===== config.mk =====
export PLATFORM = sky130hd
export DESIGN_NAME = writeback_arbiter
export DESIGN_NICKNAME = d
export VERILOG_FILES = /design/src/rtl/ooo_types.sv /design/src/rtl/wb_fifo.sv /design/src/rtl/writeback_arbiter.sv
export SDC_FILE = /design/constraint.sdc
export NUM_CORES = 1
export LEC_CHECK = 0
export ABC_AREA = 1
export ABC_CLOCK_PERIOD_IN_PS = 4600
export CORE_UTILIZATION = 40
export CTS_CLUSTER_SIZE = 14
export DETAILED_ROUTE_END_ITERATION = 6
export PLACE_DENSITY_LB_ADDON = 0.15
export RECOVER_POWER = 100
export SLEW_MARGIN = 10
export SYNTH_ARGS = -nofsm -noshare
export SYNTH_HDL_FRONTEND = slang
export SYNTH_SLANG_ARGS = --single-unit

===== constraint.sdc =====
create_clock -name clk -period 4.6 [get_ports clk]
set_clock_uncertainty 0.05 [all_clocks]
set_input_delay 0.46 -clock clk [delete_from_list [all_inputs] [get_ports clk]]
set_output_delay 0.46 -clock clk [all_outputs]
set_load 0.05 [all_outputs]

===== src/rtl/ooo_types.sv =====
// Shared out-of-order core types: physical register / ROB tag widths and the writeback entry.
// Also carries the mod-3 rotation helper used by the writeback round-robin pointer.
package ooo_types;

  localparam int PHYS_REG_BITS = 6;
  localparam int ROB_IDX_BITS  = 5;

  typedef enum logic [1:0] {
    SRC_ALU    = 2'd0,
    SRC_BRANCH = 2'd1,
    SRC_LSU    = 2'd2
  } wb_src_e;

  typedef struct packed {
    logic [PHYS_REG_BITS-1:0] preg;
    logic [31:0]              data;
    logic [ROB_IDX_BITS-1:0]  rob;
  } wb_entry_t;

  // (base + k) mod 3 for base, k in 0..2
  function automatic logic [1:0] rr_add(input logic [1:0] base, input logic [1:0] k);
    logic [2:0] s;
    s = {1'b0, base} + {1'b0, k};
    if (s >= 3'd3) s = s - 3'd3;
    return s[1:0];
  endfunction

endpackage


===== src/rtl/wb_fifo.sv =====
// 2-entry result FIFO, 1 cycle push-to-head, registered count/head; push+pop together is legal even when full.
// Backpressure is the caller's job (push only when count<2 or popping); flush/reset empty it at the edge.
module wb_fifo
  import ooo_types::*;
(
  input  logic      clk,
  input  logic      rst_n,
  input  logic      push,
  input  logic      pop,
  input  logic      flush,
  input  wb_entry_t din,
  output logic [1:0] count,
  output wb_entry_t head
);

  wb_entry_t  slot0;
  wb_entry_t  slot1;
  logic [1:0] cnt_q;
  logic       do_push;
  logic       do_pop;

  assign do_pop  = pop && (cnt_q != 2'd0);
  assign do_push = push && ((cnt_q != 2'd2) || do_pop);

  always_ff @(posedge clk) begin
    if (!rst_n || flush) begin
      cnt_q <= 2'd0;
      slot0 <= '0;
      slot1 <= '0;
    end else begin
      case ({do_push, do_pop})
        2'b10: begin
          if (cnt_q == 2'd0) slot0 <= din;
          else               slot1 <= din;
          cnt_q <= cnt_q + 2'd1;
        end
        2'b01: begin
          slot0 <= slot1;
          cnt_q <= cnt_q - 2'd1;
        end
        2'b11: begin
          // count unchanged; the new entry lands behind whatever remains
          if (cnt_q == 2'd1) begin
            slot0 <= din;
          end else begin
            slot0 <= slot1;
            slot1 <= din;
          end
        end
        default: ;
      endcase
    end
  end

  assign count = cnt_q;
  assign head  = slot0;

endmodule


===== src/rtl/writeback_arbiter.sv =====
// Writeback arbiter: three FU result FIFOs drained onto two CDB slots and per-unit RF write ports, 1 cycle min latency.
// Ready = own FIFO not full (registered count only), forced low during flush and reset.
module writeback_arbiter
  import ooo_types::*;
(
  input  logic                     clk,
  input  logic                     rst_n,
  input  logic                     alu_valid,
  output logic                     alu_ready,
  input  logic [PHYS_REG_BITS-1:0] alu_preg,
  input  logic [31:0]              alu_data,
  input  logic [ROB_IDX_BITS-1:0]  alu_rob,
  input  logic                     branch_valid,
  output logic                     branch_ready,
  input  logic [PHYS_REG_BITS-1:0] branch_preg,
  input  logic [31:0]              branch_data,
  input  logic [ROB_IDX_BITS-1:0]  branch_rob,
  input  logic                     lsu_valid,
  output logic                     lsu_ready,
  input  logic [PHYS_REG_BITS-1:0] lsu_preg,
  input  logic [31:0]              lsu_data,
  input  logic [ROB_IDX_BITS-1:0]  lsu_rob,
  input  logic                     flush,
  output logic                     we_alu,
  output logic [PHYS_REG_BITS-1:0] wa_alu,
  output logic [31:0]              wd_alu,
  output logic                     we_branch,
  output logic [PHYS_REG_BITS-1:0] wa_branch,
  output logic [31:0]              wd_branch,
  output logic                     we_lsu,
  output logic [PHYS_REG_BITS-1:0] wa_lsu,
  output logic [31:0]              wd_lsu,
  output logic                     cdb0_valid,
  output logic [PHYS_REG_BITS-1:0] cdb0_preg,
  output logic [ROB_IDX_BITS-1:0]  cdb0_rob,
  output logic                     cdb1_valid,
  output logic [PHYS_REG_BITS-1:0] cdb1_preg,
  output logic [ROB_IDX_BITS-1:0]  cdb1_rob
);

  localparam int NSRC = 3;

  logic                     active;
  logic [NSRC-1:0]          src_vld;
  logic [NSRC-1:0]          src_rdy;
  logic [NSRC-1:0]          push;
  logic [NSRC-1:0]          nonempty;
  logic [NSRC-1:0]          gnt;
  logic [NSRC-1:0]          we;
  wb_entry_t                src_ent [NSRC];
  wb_entry_t                head    [NSRC];
  logic [1:0]               cnt     [NSRC];
  logic [PHYS_REG_BITS-1:0] wa      [NSRC];
  logic [31:0]              wd      [NSRC];
  logic [1:0]               rr;
  logic [1:0]               idx;

  assign active  = rst_n && !flush;
  assign src_vld = {lsu_valid, branch_valid, alu_valid};

  assign src_ent[SRC_ALU]    = '{preg: alu_preg,    data: alu_data,    rob: alu_rob};
  assign src_ent[SRC_BRANCH] = '{preg: branch_preg, data: branch_data, rob: branch_rob};
  assign src_ent[SRC_LSU]    = '{preg: lsu_preg,    data: lsu_data,    rob: lsu_rob};

  for (genvar i = 0; i < NSRC; i++) begin : g_src
    assign src_rdy[i]  = active && (cnt[i] != 2'd2);
    assign push[i]     = src_vld[i] && src_rdy[i];
    assign nonempty[i] = active && (cnt[i] != 2'd0);

    wb_fifo u_fifo (
      .clk   (clk),
      .rst_n (rst_n),
      .push  (push[i]),
      .pop   (gnt[i]),
      .flush (flush),
      .din   (src_ent[i]),
      .count (cnt[i]),
      .head  (head[i])
    );

    // x0 results still complete in the ROB via the CDB but never touch the RF
    assign we[i] = gnt[i] && (head[i].preg != '0);
    assign wa[i] = we[i] ? head[i].preg : '0;
    assign wd[i] = we[i] ? head[i].data : '0;
  end

  // Walk priority order rr, rr+1, rr+2 filling cdb0 then cdb1.
  always_comb begin
    gnt        = '0;
    idx        = 2'd0;
    cdb0_valid = 1'b0;
    cdb0_preg  = '0;
    cdb0_rob   = '0;
    cdb1_valid = 1'b0;
    cdb1_preg  = '0;
    cdb1_rob   = '0;
    for (int k = 0; k < NSRC; k++) begin
      idx = rr_add(rr, 2'(k));
      if (nonempty[idx]) begin
        if (!cdb0_valid) begin
          gnt[idx]   = 1'b1;
          cdb0_valid = 1'b1;
          cdb0_preg  = head[idx].preg;
          cdb0_rob   = head[idx].rob;
        end else if (!cdb1_valid) begin
          gnt[idx]   = 1'b1;
          cdb1_valid = 1'b1;
          cdb1_preg  = head[idx].preg;
          cdb1_rob   = head[idx].rob;
        end
      end
    end
  end

  // Only a three-way contention leaves a loser, which then leads next cycle.
  always_ff @(posedge clk) begin
    if (!rst_n) rr <= 2'd0;
    else if (&nonempty) rr <= rr_add(rr, 2'd2);
  end

  assign alu_ready    = src_rdy[SRC_ALU];
  assign branch_ready = src_rdy[SRC_BRANCH];
  assign lsu_ready    = src_rdy[SRC_LSU];

  assign we_alu    = we[SRC_ALU];
  assign wa_alu    = wa[SRC_ALU];
  assign wd_alu    = wd[SRC_ALU];
  assign we_branch = we[SRC_BRANCH];
  assign wa_branch = wa[SRC_BRANCH];
  assign wd_branch = wd[SRC_BRANCH];
  assign we_lsu    = we[SRC_LSU];
  assign wa_lsu    = wa[SRC_LSU];
  assign wd_lsu    = wd[SRC_LSU];

  a_unique_dest: assert property (@(posedge clk) disable iff (!rst_n)
    (cdb0_valid && cdb1_valid && (cdb0_preg != '0)) |-> (cdb0_preg != cdb1_preg));

endmodule


==> results by group <==
Setup path
  – Required time of the worst setup path: 4.09 ns
  – Start-to-end type of the worst setup path: reg -> out
  – Critical Path End Type: output port
  – Worst Setup Start Kind: flop
  – Arrival time of the worst setup path: 3.76 ns
  – Critical path fanouts, max: 16

Timing
  – Final worst path period need: 4.27 ns
  – Transition time at the pin with the least slew margin: 1.02 ns
  – Final-report hold violation count: 0
  – Final total negative setup slack: 0 ns
  – Hold slack final: 0.397 ns
  – Final setup violating endpoints: 0
  – Fin crit share: 92.8%
  – Unrepaired setup endpoints after global routing: no
  – Worst-case headroom to the max-slew limit: 31.8%
  – Achievable clock frequency: 234 MHz
  – Final Max Tran Viols: 0

CTS
  – Count of clock tree sinks: 266
  – Clock latency reported for the late side of the worst-skew pair: 0.57 ns
  – Number of H-tree levels: 1
  – Max Root-Sink Buffers: 3
  – Inserted Clock Buffers: 31
  – Clock slew at reported path FFs: 0.06 ns
  – Clock Root Buffer: sky130_fd_sc_hd__clkbuf_16
  – TritonCTS clock tree: built
  – Post-CTS repair timing setup buffer count: 0
  – PostCTS Resize Cnt: 0
  – Hold bufs inserted after CTS: 0

Layout
  – Utilization after layout: 50.3%
  – Post-synthesis to final-layout area growth: 22.5%
  – Final cell count without fillers: 3209
  – Final #Nets: 2831
  – Fraction of final layout cells sized beyond drive strength 1: 9.08%
  – Fill cell total of the finished layout: 4052
  – Number of antenna repair diodes: 0

Synth
  – Main flop type after synthesis: sky130_fd_sc_hd__dfxtp_1
  – Count of distinct cell types in the synthesized netlist: 37
  – Largest area contributor in the synthesized netlist: sky130_fd_sc_hd__dfxtp_1
  – Dominant cells by area after synthesis: sky130_fd_sc_hd__dfxtp_1 (34%), sky130_fd_sc_hd__nand3_1 (11%), sky130_fd_sc_hd__nand2_1 (10%)
  – Mean instance size in the synthesized netlist: 6.23 um^2
  – #FFs+latches synth: 266
  – Share of synthesized area occupied by flip-flops and latches: 34.1%
  – Synth Net Count: 2661
  – Synthesis warning total: 0
  – Number of enable-type register cells in the synthesized netlist: 0
  – FFs w/ async S/R, synth: 0%
  – Count of mapped cells out of synthesis: 2504
  – Top cells by instance count after synthesis: sky130_fd_sc_hd__nand2_1 (414), sky130_fd_sc_hd__inv_1 (384), sky130_fd_sc_hd__nand3_1 (349), sky130_fd_sc_hd__o21ai_0 (309), sky130_fd_sc_hd__dfxtp_1 (266)
  – Synth top area share: 34.1%
  – Most repeated cell in the gate-level netlist after synthesis: sky130_fd_sc_hd__nand2_1
  – Total standard cell area after synthesis: 15600 um^2

Global routing
  – Met3 Use GR: 4.86%
  – Largest net degree at the start of global routing: 71
  – Gr busiest metal: met2
  – Number of antenna violations at the first check in global routing: 3
  – Number of global-route vias before repair: 15377
  – Met2 Track Usage GR: 41.9%
  – Total routing usage reported by global routing: 25.4%
  – Remaining Overflow, GRT: 0
  – Met1 track demand over resource in global routing: 33.9%
  – Global-route wire length before repair: 82200 um

Worst hold path
  – Type of the tightest min-delay check: reg -> reg

Power
  – Power density of the placed cells: 286 nW/um^2
  – Leakage: 7.30 nW
  – Peak VDD IR: 294 uV
  – Total chip power: 5.48 mW

Detailed routing
  – Total wire length after detailed routing: 51800 um
  – Average wire per cell in the routed design: 16.1 um
  – Drt first pass iters: 5
  – Count of vias placed by the detailed router: 16594
  – Antenna-violating nets left: 0
  – Violation count after the first detailed-routing iteration: 1282
  – Post-detailed-route via-to-cell ratio: 5.17
  – Detailed-route DRC error count: 0

Placement
  – Global placer's final weighted congestion: 0.927
  – Placed Instances: 3152
  – PortBufs: 278
  – HPWL after DPL: 34200 um

Outcome
  – Status: finished clean

Floorplan
  – Cell Rows: 71
  – Top-Level Pins: 279
  – Initial cell density of the core: 41.0%
  – Die Height: 200 um
  – Placeable core region: 38000 um^2
  – Die boundary width: 200 um
  – Die Area: 39800 um^2

Run
  – Reported max-cap violation count: 0
[power by group]
| part | internal [mW] | leakage [nW] | switching (mW) | total (mW) |
|---|---|---|---|---|
| clock | 1.62 | 0.548 | 1.01 | 2.63 |
| combinational | 0.183 | 4.60 | 0.296 | 0.479 |
| sequential | 2.35 | 2.15 | 0.0187 | 2.37 |
[per-layer routing]
layer	vias up	share of wire [%]
li1	8351	-
met1	7643	45
met2	537	46
met3	57	7.2
met4	6	1.8
met5	-	0.081
[worst max-delay path: stages (launching register included)]
cell and delay, ns:
sky130_fd_sc_hd__dfxtp_1 0.37, sky130_fd_sc_hd__inv_1 0.08, sky130_fd_sc_hd__ha_1 0.19, sky130_fd_sc_hd__inv_1 0.29, sky130_fd_sc_hd__nand2_1 0.18, sky130_fd_sc_hd__nor2_2 0.16
sky130_fd_sc_hd__inv_1 0.09, sky130_fd_sc_hd__nand2_4 0.18, sky130_fd_sc_hd__nor2_2 0.07, sky130_fd_sc_hd__nand2_1 0.31, sky130_fd_sc_hd__clkinv_1 0.41, sky130_fd_sc_hd__a21oi_1 0.37
sky130_fd_sc_hd__dlymetal6s2s_1 0.48
[metrics by stage]
stage          worst slack [ns]  area [um^2]
2_1_floorplan              1.26        15600
3_3_place_gp              0.726        20000
3_5_place_dp              0.591        20000
4_1_cts                   0.315        21100
5_1_grt                  0.0229        19100
6_report                  0.332        19100
[worst paths after layout]
kind / startpoint / endpoint / slack, ns / cells past startpoint
max reg2reg: rr[1] / g_src[2].u_fifo.head[40] / 0.41 / 22
max: rr[1] / cdb1_preg[3] / 0.33 / 12
min reg2reg: g_src[1].u_fifo.slot1[13] / g_src[1].u_fifo.slot1[13] / 0.40 / 2
min: g_src[1].u_fifo.slot1[13] / g_src[1].u_fifo.slot1[13] / 0.40 / 2
[registers in the layout, summed over array words and instances (netlist names)]
register,flops
g_src.u_fifo.count,6
g_src.u_fifo.head,129
g_src.u_fifo.slot1,129
rr,2
[layout make-up]
cell class              instances  area (um^2)  share of cell area (%)
clock buffers                  42          887                    4.64
repair buffers                325         2650                    13.8
multi-input cells            1655         7940                    41.5
inverters                     395         1480                    7.75
clock inverters                15          208                    1.09
well taps                     511          639                    3.34
flip-flops and latches        266         5330                    27.8
[cells in the final DEF, fill, tap and decap left out, drive strengths merged, types with 2 or more instances in the layout]
cell,instances
a21oi,264
a22oi,19
buf,51
bufinv,5
clkbuf,171
clkdlybuf4s50,134
clkinv,13
dfxtp,266
dlygate4sd3,3
dlymetal6s2s,8
ha,22
inv,392
nand2,426
nand3,358
nand4,3
nor2,228
nor3,2
o211ai,5
o21ai,312
o22ai,4
xor2,4
[cell families after synthesis]
| family | Yosys count | synth area share, % |
|---|---|---|
| AND/OR/NAND/NOR | 1018 | 28.5 |
| flip-flops | 266 | 34.1 |
| AO/OA/AOI/OAI | 611 | 20.3 |
| buffers and inverters | 583 | 15.1 |
| XOR/XNOR | 4 | 0.224 |
| adder cells (fa/ha/maj) | 22 | 1.76 |
(Power assumes the default switching activity.)
